**src/rtl/keypad_scanner.sv**
```systemverilog
// 4x4 matrix-keypad scanner: column drive, row synchronizer, per-frame press
// classification, press/release debounce and a single-entry valid/ready event register.
module keypad_scanner #(
  parameter int DEBOUNCE_SCANS = 4,
  parameter int SYNC_STAGES    = 2
) (
  input  logic       clk,
  input  logic       rst,
  input  logic       scan_tick,
  input  logic [3:0] row_n,
  output logic [3:0] col_n,
  output logic [3:0] key_code,
  output logic       key_valid,
  input  logic       key_ready,
  output logic       key_held,
  output logic       overflow
);

  typedef enum logic [1:0] {S_IDLE, S_DEB_PRESS, S_PRESSED, S_DEB_REL} state_t;

  localparam logic [4:0] DEB = 5'(DEBOUNCE_SCANS);

  logic [3:0]  r_sync [SYNC_STAGES];
  logic [1:0]  r_col_idx;
  logic [15:0] r_bitmap;
  logic        r_frame_done;
  state_t      r_state;
  logic [3:0]  r_cnt;
  logic [3:0]  r_cand;
  logic [3:0]  r_key_code;
  logic        r_key_valid;
  logic        r_key_held;
  logic        r_overflow;

  logic [3:0]  w_rows;
  logic [15:0] w_col_bits;
  logic [4:0]  w_count;
  logic [3:0]  w_code;
  logic        w_single;
  logic        w_none;
  logic [4:0]  w_cnt_next;
  logic        w_cnt_done;
  logic        w_emit;

  // NOTE: every register in this file uses non-blocking assignment so all flops
  // update from the pre-edge values, whatever order the simulator runs the blocks in.
  always_ff @(posedge clk) begin
    if (!rst) begin
      for (int i = 0; i < SYNC_STAGES; i++) r_sync[i] <= 4'hF;
    end else begin
      r_sync[0] <= row_n;
      for (int i = 1; i < SYNC_STAGES; i++) r_sync[i] <= r_sync[i-1];
    end
  end

  assign w_rows = r_sync[SYNC_STAGES-1];
  assign col_n  = ~(4'b0001 << r_col_idx);

  // NOTE: default every combinational output before the loop, otherwise the
  // bits not written on some path become latches.
  always_comb begin
    w_col_bits = '0;
    if (scan_tick) begin
      for (int r = 0; r < 4; r++) w_col_bits[{2'(r), r_col_idx}] = ~w_rows[r];
    end
  end

  // A finished frame is evaluated during the frame_done cycle; a tick landing in
  // that same cycle starts the next frame on a cleared bitmap.
  always_ff @(posedge clk) begin
    if (!rst) begin
      r_col_idx    <= '0;
      r_bitmap     <= '0;
      r_frame_done <= 1'b0;
    end else begin
      r_frame_done <= scan_tick && (r_col_idx == 2'd3);
      r_bitmap     <= (r_frame_done ? 16'h0000 : r_bitmap) | w_col_bits;
      if (scan_tick) r_col_idx <= r_col_idx + 2'd1;
    end
  end

  always_comb begin
    w_count = '0;
    w_code  = '0;
    for (int i = 0; i < 16; i++) begin
      if (r_bitmap[i]) begin
        w_count = w_count + 5'd1;
        w_code  = 4'(i);
      end
    end
  end

  // Two or more keys in one frame is ghosting and is treated as neither single nor none.
  assign w_single   = (w_count == 5'd1);
  assign w_none     = (w_count == 5'd0);
  assign w_cnt_next = {1'b0, r_cnt} + 5'd1;
  assign w_cnt_done = (w_cnt_next == DEB);
  assign w_emit     = r_frame_done && w_single &&
                      (((r_state == S_IDLE) && (DEBOUNCE_SCANS == 1)) ||
                       ((r_state == S_DEB_PRESS) && (w_code == r_cand) && w_cnt_done));

  always_ff @(posedge clk) begin
    if (!rst) begin
      r_state     <= S_IDLE;
      r_cnt       <= '0;
      r_cand      <= '0;
      r_key_held  <= 1'b0;
      r_key_code  <= '0;
      r_key_valid <= 1'b0;
      r_overflow  <= 1'b0;
    end else begin
      r_overflow <= 1'b0;
      if (r_frame_done) begin
        case (r_state)
          S_IDLE: if (w_single) begin
            r_cand <= w_code;
            if (DEBOUNCE_SCANS == 1) begin
              r_state    <= S_PRESSED;
              r_key_held <= 1'b1;
            end else begin
              r_state <= S_DEB_PRESS;
              r_cnt   <= 4'd1;
            end
          end
          S_DEB_PRESS: begin
            if (w_single && (w_code == r_cand)) begin
              r_cnt <= w_cnt_next[3:0];
              if (w_cnt_done) begin
                r_state    <= S_PRESSED;
                r_key_held <= 1'b1;
              end
            end else if (w_single) begin
              r_cand <= w_code;
              r_cnt  <= 4'd1;
            end else begin
              r_state <= S_IDLE;
            end
          end
          S_PRESSED: if (w_none) begin
            if (DEBOUNCE_SCANS == 1) begin
              r_state    <= S_IDLE;
              r_key_held <= 1'b0;
            end else begin
              r_state <= S_DEB_REL;
              r_cnt   <= 4'd1;
            end
          end
          S_DEB_REL: begin
            if (w_none) begin
              r_cnt <= w_cnt_next[3:0];
              if (w_cnt_done) begin
                r_state    <= S_IDLE;
                r_key_held <= 1'b0;
              end
            end else begin
              r_state <= S_PRESSED;
            end
          end
          default: r_state <= S_IDLE;
        endcase
      end

      // A pending event is never overwritten unless it is consumed in the same cycle.
      if (w_emit) begin
        if (!r_key_valid || key_ready) begin
          r_key_code  <= w_code;
          r_key_valid <= 1'b1;
        end else begin
          r_overflow <= 1'b1;
        end
      end else if (r_key_valid && key_ready) begin
        r_key_valid <= 1'b0;
      end
    end
  end

  assign key_code  = r_key_code;
  assign key_valid = r_key_valid;
  assign key_held  = r_key_held;
  assign overflow  = r_overflow;

endmodule

```
**config.mk**
```make
export PLATFORM = sky130hd
export DESIGN_NAME = keypad_scanner
export DESIGN_NICKNAME = d
export VERILOG_FILES = /design/src/rtl/keypad_scanner.sv
export SDC_FILE = /design/constraint.sdc
export NUM_CORES = 1
export LEC_CHECK = 0
export ABC_AREA = 1
export CORE_MARGIN = 2
export CORE_UTILIZATION = 54
export CTS_BUF_LIST = sky130_fd_sc_hd__clkbuf_8
export CTS_CLUSTER_DIAMETER = 80
export DETAILED_ROUTE_END_ITERATION = 10
export GPL_TIMING_DRIVEN = 0
export PLACE_DENSITY = 0.81
export SETUP_SLACK_MARGIN = 0.02
export SYNTH_ARGS = -nofsm -noshare
export SYNTH_HDL_FRONTEND = slang
export SYNTH_SLANG_ARGS = --single-unit
```
**constraint.sdc**
```tcl
create_clock -name clk -period 11.96 [get_ports clk]
set_input_delay 3.588 -clock clk [delete_from_list [all_inputs] [get_ports clk]]
set_output_delay 3.588 -clock clk [all_outputs]
set_load 0.01 [all_outputs]
```
# Word-level counts from Yosys, hierarchy flattened
# Memories as Yosys holds them, arrays and structs flattened.
# Cells that the tools add are included.
op_classes:
  add_sub_neg: 17
  n_lt_le_gt_ge: 8
  eq_ne: 18
  shifts: 1
  mux: 73
  bitwise_logic: 9
  n_reduce_logical: 25
ops:
  columns: ["operator", "n"]
  rows:
  - ["2-to-1 mux 4 bit", 22]
  - ["adder 5 x 1 -> 5 bit (second input constant)", 15]
  - ["2-to-1 mux 5 bit", 15]
  - ["bitwise mux 16 bit", 3]
  - ["2-to-1 mux 16 bit", 2]
  - ["bitwise AND 16 x 4 -> 16 bit", 1]
  - ["2-to-1 mux 1 bit", 16]
  - ["OR 16 bit", 1]
  - ["case mux 4 bit (4 select lines)", 1]
  - ["2-to-1 mux 2 bit", 7]
  - ["!= test 2 bit (second input constant)", 6]
  - ["AND reduction 6 bit", 2]
  - ["logical AND 1 bit", 11]
  - ["less-than comparator 4 x 5 -> 1 bit (second input constant)", 2]
  - ["demux 1 bit (select 2 bit)", 4]
  - ["greater-or-equal comparator 4 x 1 -> 1 bit (second input constant)", 2]
  - ["case mux 2 bit (4 select lines)", 1]
  - ["case mux 4 bit (2 select lines)", 1]
  - ["equality test 2 bit (second input constant)", 3]
  - ["!= test 3 bit (second input constant)", 2]
  - ["AND reduction 2 bit", 3]
  - ["AND reduction 3 bit", 2]
  - ["nonzero test 2 bit", 3]
  - ["adder 4 x 1 -> 5 bit (second input constant)", 1]
  - ["20 further kinds", 25]
totals:
  regBits: 36
  ram_bits: 8
  input_bits: 8
  out_inout_bits: 11
  word_cells: 162
  memories: 1
mem_list:
  columns: ["name", "depth", "width", "rd", "rd_ports_with_merged_regs", "write_ports", "line", "text"]
  rows:
  - ["r_sync", 2, 4, 2, 0, 2, "23", "logic [3:0] r_sync [SYNC_STAGES];"]

# Depth between registers and ports, before layout
# Gate-level depths: netlist of the first run.
logic_depth:
  word_depth: 36
  depth_mapped: 58
  ltp_nobuf: 58

# Worst setup path after synthesis of the first run
# Ideal clock, no wire load.
synth_timing:
  kind: "flip-flop to flip-flop"
  from: "reg r_bitmap[0]"
  to: "reg r_cand[2]"
  setup_ns: 0.119
  t_arrival_ns: 7.680
  t_required_ns: 11.841
  setup_slack_ns: 4.161
  path_stages_with_launch: 57
  n_path_buf: 0
  synth_period_minus_slack_ns: 7.799
  cell_sequence: "dfxtp_1 -> inv_1 -> ha_1 -> inv_1 -> nand2_2 -> nand2_1 -> inv_1 -> ha_1 -> nand2_1 -> nand2_1 -> ha_1 -> or2_1 -> nand2_1 -> inv_1 -> ha_1 -> nand2_1 -> nand2_2 -> ha_1 -> (+21 left out) -> ha_1 -> or2_2 -> nand2_1 -> inv_1 -> ha_1 -> nand2_1 -> nand2_1 -> ha_1 -> nor2_1 -> a31oi_1 -> inv_1 -> nand3_1 -> nor2_4 -> nand2_4 -> nor2_8 -> nand3_2 -> o21ai_1 -> a21oi_1"
synth_between:
  elab_chain_len: 35
  word_cells_on_any_way: 38
  cone_classes: "15 x add/sub; 2 x eq/ne; 19 x mux; 2 x reduce/logical"
synth_lines:
  columns: ["item", "line", "text"]
  rows:
  - ["from (decl)", "25", "logic [15:0] r_bitmap;"]
  - ["from (signal assigned)", "77", "r_bitmap <= (r_frame_done ? 16'h0000 : r_bitmap) | w_col_bits;"]
  - ["2-to-1 mux 1 bit *", "86", "if (r_bitmap[i]) begin"]
  - ["adder 5 x 1 -> 5 bit", "87", "w_count = w_count + 5'd1;"]
  - ["2-to-1 mux 5 bit *", "86", null]
  - ["adder 5 x 1 -> 5 bit", "87", null]
  - ["2-to-1 mux 5 bit *", "86", null]
  - ["adder 5 x 1 -> 5 bit", "87", null]
  - ["2-to-1 mux 5 bit *", "86", null]
  - ["adder 5 x 1 -> 5 bit", "87", null]
  - ["(+19 left out)", null, null]
  - ["adder 5 x 1 -> 5 bit", "87", null]
  - ["2-to-1 mux 5 bit *", "86", null]
  - ["adder 5 x 1 -> 5 bit", "87", null]
  - ["2-to-1 mux 5 bit *", "86", null]
  - ["equality test 5 x 1 -> 1 bit *", "94", "assign w_single = (w_count == 5'd1);"]
  - ["2-to-1 mux 4 bit or logical AND 1 bit (tied branches)", null, null]
  - ["2-to-1 mux 4 bit or != test 2 bit (tied branches)", null, null]
  - ["case mux 4 bit (2 select lines) or AND reduction 3 bit (tied branches)", null, null]
  - ["to (signal assigned)", "116", "r_cand <= w_code;"]
  - ["to (signal assigned)", "133", "r_cand <= w_code;"]
  - ["to (decl)", "29", "logic [3:0] r_cand;"]
# Mark *: on every way between the ends. The rest lies on a longest branch, timed or not. The select of a mux whose other input is x is not followed.
# A chain may end at the register's enable or synchronous reset.

# Worst setup path in the final report of the first run
layout_timing:
  from: "reg r_bitmap[0]"
  to: "reg r_cand[3]"
# Same word-level chain as after synthesis.

==> results of run 1 <==
## report_power, final
group          leakage, nW  internal [mW]  switching, mW
sequential           0.357          0.149        0.00212
combinational         1.83         0.0212         0.0371
clock               0.0538         0.0454         0.0484
total                 2.24          0.216         0.0876
## cells in the final DEF, fill, tap and decap left out, types with 2 or more instances in the layout
cell type          n
o22ai_1           17
o21ai_1            9
a21oi_1           20
clkbuf_8           6
inv_1            104
or2_2             15
nor2_1            33
nor4_1             3
ha_1              20
nand3_1           48
nand2_4            2
nand4_1            6
nand2_2           44
clkbuf_1           4
o21ai_0            9
dfxtp_1           44
clkdlybuf4s50_1   18
nor2_2             3
nor3_1             3
nand3_2           20
xnor2_1            2
inv_2              9
a21boi_0           2
xor2_1             3
nand3b_1           3
nand2_1          139
## metal layers
layer | track usage | share of wire | up-vias
met5 | 0 | 0 | -
met4 | 0.0526 | 0.011 | 0
met3 | 0.0371 | 0.022 | 10
met2 | 0.388 | 0.48 | 36
met1 | 0.256 | 0.48 | 1584
li1 | - | - | 1873
## layout make-up
| class | count | area [um^2] |
|---|---|---|
| Clock inverter | 2 | 7.51 |
| Buffer | 5 | 20.0 |
| Inverter | 112 | 422 |
| Tap cell | 77 | 96.3 |
| Sequential cell | 44 | 881 |
| Multi-Input combinational cell | 414 | 2340 |
| Timing Repair Buffer | 18 | 180 |
| Clock buffer | 6 | 82.6 |
| Fill cell | 617 | 2430 |
## registers in the layout, summed over array words and instances (netlist names)
signal        count
overflow          1
r_frame_done      1
key_code          4
key_held          1
r_bitmap         16
r_state           2
r_cnt             4
r_sync            8
r_col_idx         2
key_valid         1
r_cand            4
## worst paths after layout
kind                      from           end  slack, ns  cells past startpoint
setup / recovery   r_bitmap[0]     r_cand[3]       3.50                     56
hold / removal    r_sync[0][1]  r_sync[0][5]       0.42                      1
setup reg to reg   r_bitmap[0]     r_cand[3]       3.50                     56
hold reg to reg   r_sync[0][1]  r_sync[0][5]       0.42                      1
## cell families after synthesis
group	count (synthesis)
buffers and inverters	117
xor gates and xnor gates	5
DFF	44
AOI/OAI and AO/OA	64
adders and majority gates	20
and+or+nand+nor	325
## per-stage QoR
step | worst slack (ns) | instances
floorplan | 4.16 | 575
global placement | 3.74 | 670
detailed placement | 3.53 | 670
CTS | 3.46 | 678
global route | 2.75 | 678
finish | 3.50 | 678
## critical path, delay by kind of cell, from the launching register on
family,cells,cell delay (ns)
and+or+nand+nor,31,3.22
adders and majority gates,14,3.85
DFF,1,0.34
AOI/OAI and AO/OA,4,0.47
buffers and inverters,7,0.45
==> impl_metrics.json, run 1 <==
{
  "drive_gt1_frac": 0.178,
  "status": "finished, final reports clean",
  "hp-class": "reg -> reg",
  "synth_area_um2": 3660,
  "power_density_nw_per_um2": 75.4,
  "viasPerCell": 5.17,
  "setup_viol": 0,
  "avgRoutedWirePerCell_um": 10.9,
  "p_leak_nw": 2.24,
  "cts_setup_buffers": 0,
  "rsz0062_at_grt": "no",
  "async_flop_share": 0,
  "syn_area_per_cell_um2": 6.36,
  "cts_buffers": 5,
  "vias": 3503,
  "synth-simple-area-share": 0.456,
  "dieWidth_um": 86.3,
  "holdBufCountCts": 0,
  "htree_levels": 2,
  "grt_pass1_vias": 3299,
  "layout.nets": 628,
  "startpoint_type": "flip-flop",
  "maxSlewHeadroom": 0.696,
  "wl_um": 7380,
  "report.power.total_mw": 0.303,
  "cts_resized": 0,
  "peakVddDrop_mv": 0.0842,
  "dr.first_iter.drc_count": 84,
  "ys_ff_latch": 44,
  "grt_max_degree": 13,
  "yosysSeqAreaShare": 0.241,
  "synthAdderAreaFrac": 0.0684,
  "root_buffer": "clkbuf_8",
  "cts_tree": "done",
  "diodes": 0,
  "start_util": 0.566,
  "hold_violations": 0,
  "cap_viol_max_count": 0,
  "synth_top_area_frac": 0.241,
  "dr.pass1.iters": 4,
  "cts_buffer_depth": 2,
  "io_buffers": 18,
  "timing.fmax_mhz": 118,
  "io_pins": 19,
  "rows": 29,
  "cp.arrival_ns": 8.66,
  "cp-end-kind": "flip-flop",
  "path_clk_slew_ns": 0.08,
  "area_growth_pct": 10.0,
  "die_area_um2": 7450,
  "setup_tns_ns": 0,
  "slowest_delay_ns": 0.35,
  "grtUsageTotal": 0.212,
  "synth_compound_area_frac": 0.103,
  "yosysUniqueCellTypes": 39,
  "dp_hpwl_um": 5950,
  "ys_warn_count": 0,
  "crit_top_cell": "nand2_1",
  "drc": 0,
  "antenna_found_initial": 0,
  "worst_pin_slew_ns": 0.451,
  "period_minus_slack_ns": 8.46,
  "required_ns": 12.16,
  "min_period_over_period": 0.708,
  "grt_first_pass_wirelength_um": 13200,
  "grt_overflow": 0,
  "clock_sinks": 44,
  "synth-edff-count": 0,
  "synth.area.top_cells": "dfxtp_1 24%, nand2_1 14%, inv_1 10%",
  "clock_skew_ns": 0.00675,
  "gp_congestion": 0.852,
  "place_area_um2": 3940,
  "ant_nets": 0,
  "synthFlopType": "dfxtp_1",
  "synthXorXnorAreaFrac": 0.0120,
  "netlist_instances": 575,
  "die_h_um": 86.3,
  "final_cell_area_um2": 4030,
  "critPathKind": "reg -> reg",
  "clkLatencyLatePin_ns": 0.30,
  "core_area_um2": 6460,
  "yosysMostFrequentCell": "nand2_1",
  "synth_area_leader_cell": "dfxtp_1",
  "synth_nets": 603,
  "synth.area.mux_share": 0,
  "synth_top_cells_by_count": "139 x nand2_1, 102 x inv_1, 48 x nand3_1",
  "final_util": 0.623,
  "slew_viol_final": 0,
  "worst_path_max_delay_cell": "ha_1",
  "crit_fanout": 8,
  "synth_top_family_by_area": "simple AND/OR/NAND/NOR gates",
  "hold-worst-slack_ns": 0.417
}
(Power assumes the default switching activity.)
==> run 2, diff against run 1 <==
Clock period 11.96 ns to 8.15 ns, I/O delays scaled along.
==> impl_metrics.json, run 2 (same netlist as run 1, synthesis figures left out) <==
{
  "dp_slack_ns": -0.283,
  "maxSlewHeadroom": 0.650,
  "hold_end": "r_sync[0][7]",
  "cap_viol_max_count": 0,
  "crit_top_cell": "nand2_4",
  "antenna_found_initial": 0,
  "dr.pass1.iters": 5,
  "crit_fanout": 5,
  "report.power.total_mw": 0.484,
  "place_area_um2": 3940,
  "clock_skew_ns": 0.00696,
  "peakVddDrop_mv": 0.121,
  "final_cell_area_um2": 4780,
  "top_register": "r_bitmap",
  "viasPerCell": 5.66,
  "io_buffers": 18,
  "min_period_over_period": 0.984,
  "dieWidth_um": 86.3,
  "cpLargestDelayFamily": "adder cells",
  "clkLatencyLatePin_ns": 0.31,
  "hold_depth": 1,
  "crit_buf_inv": 6,
  "worst_slack_ns": 0.130,
  "status": "finished, final reports clean",
  "ant_nets": 0,
  "cts_tree": "done",
  "r2r_cells": 55,
  "rows": 29,
  "die_area_um2": 7450,
  "cts_buffers": 5,
  "min_from": "r_sync[0][3]",
  "setup_viol": 0,
  "r2r-start": "r_bitmap[0]",
  "layout_commonest_cell": "nand2_1",
  "grtUsageTotal": 0.249,
  "dr.first_iter.drc_count": 352,
  "timing.fmax_mhz": 125,
  "period_minus_slack_ns": 8.02,
  "grt_pass1_vias": 3660,
  "rr_endpoint": "key_code[3]",
  "drc": 0,
  "root_buffer": "clkbuf_8",
  "vias": 4076,
  "io_pins": 19,
  "cts_buffer_depth": 2,
  "cp-end-kind": "flip-flop",
  "final_cell_mix": "111 x nand2_1, 97 x inv_1, 54 x nand2_2",
  "grt_first_pass_wirelength_um": 15400,
  "core_area_um2": 6460,
  "slowest_delay_ns": 0.34,
  "reg_top3": "r_bitmap: 16 flops, r_sync: 8 flops",
  "dp_hpwl_um": 5950,
  "startpoint_type": "flip-flop",
  "cp.arrival_ns": 8.22,
  "fillCellCount": 455,
  "wl_um": 10600,
  "start_util": 0.566,
  "layout.nets": 670,
  "avgRoutedWirePerCell_um": 14.7,
  "grt_overflow": 0,
  "diodes": 0,
  "worst_path_max_delay_cell": "dfxtp_2",
  "multi_input_area_um2": 2760,
  "worst_pin_slew_ns": 0.518,
  "grt_max_degree": 13,
  "area_growth_pct": 30.6,
  "die_h_um": 86.3,
  "reg2reg_slack_ns": 0.13,
  "clock_sinks": 44,
  "path_clk_slew_ns": 0.08,
  "gp_congestion": 0.852,
  "drive_gt1_frac": 0.333,
  "p_leak_nw": 2.59,
  "required_ns": 8.35,
  "regArea_um2": 883,
  "critPathKind": "reg -> reg",
  "hold_violations": 0,
  "slew_viol_final": 0,
  "htree_levels": 2,
  "largest_reg_flops": 16,
  "power_density_nw_per_um2": 101,
  "hp-class": "reg -> reg"
}
[run 2: cell count changes in the layout (fill, tap and decap cells not counted), moves of 4 or more]
cell,previous run,this run
inv_2,9,16
nand2_2,44,54
nand2_4,2,19
nand3_1,48,37
buf_4,0,40
nand3_4,0,4
nand2_1,139,111
nand3_2,20,27
ha_4,0,10
ha_1,20,10
inv_1,104,97
[run 2: final cells by class]
class	count	area share
repair buffers	60	0.105
well taps	77	0.0202
multi-input cells	414	0.578
clock buffers	6	0.0173
inverters	112	0.0885
flip-flops and latches	44	0.185
plain buffers	5	0.00419
clock inverters	2	0.00157
[run 2: how the worst max path moves through the flow]
stage	depth (start not counted)	endpoint	from
after CTS	54	r_cnt[0]	r_bitmap[1]
final	55	key_code[3]	r_bitmap[0]
after global routing	56	key_code[3]	r_bitmap[0]
after detailed placement	56	r_cand[3]	r_bitmap[0]
after floorplan	56	r_cand[2]	r_bitmap[0]
after global placement	56	r_cand[2]	r_bitmap[0]
[run 2: what timing repair did]
| item | in CTS | in global routing |
|---|---|---|
| gates resized for setup | 14 | 81 |
| hold buffers | 0 | 0 |
| pin swaps | 8 | 47 |
| buffers inserted | 37 | 10 |
| setup endpoints to repair | 17 | 17 |
[run 2: report_power, final]
group | internal [mW] | total, mW | switching [mW] | leakage [nW]
combinational | 0.0469 | 0.122 | 0.0750 | 2.18
clock | 0.0667 | 0.140 | 0.0729 | 0.0538
sequential | 0.219 | 0.223 | 0.00370 | 0.358
[run 2: per-layer routing]
layer / up-vias / GRT usage / part of all wire
met2: 194 / 0.440 / 0.50
met3: 55 / 0.0448 / 0.053
met4: 0 / 0.0895 / 0.042
li1: 1957 / - / -
met5: - / 0 / 0
met1: 1870 / 0.302 / 0.41
[run 2: stage by stage]
stage               utilization  std cells  hold slack, ns  setup TNS [ns]
global placement          0.609        670           0.395          -0.536
detailed placement        0.609        670           0.398           -3.96
CTS                       0.673        715           0.415               0
floorplan                     -        575           0.393               0
global route              0.740        720           0.441           -2.38
finish                    0.740        720           0.415               0
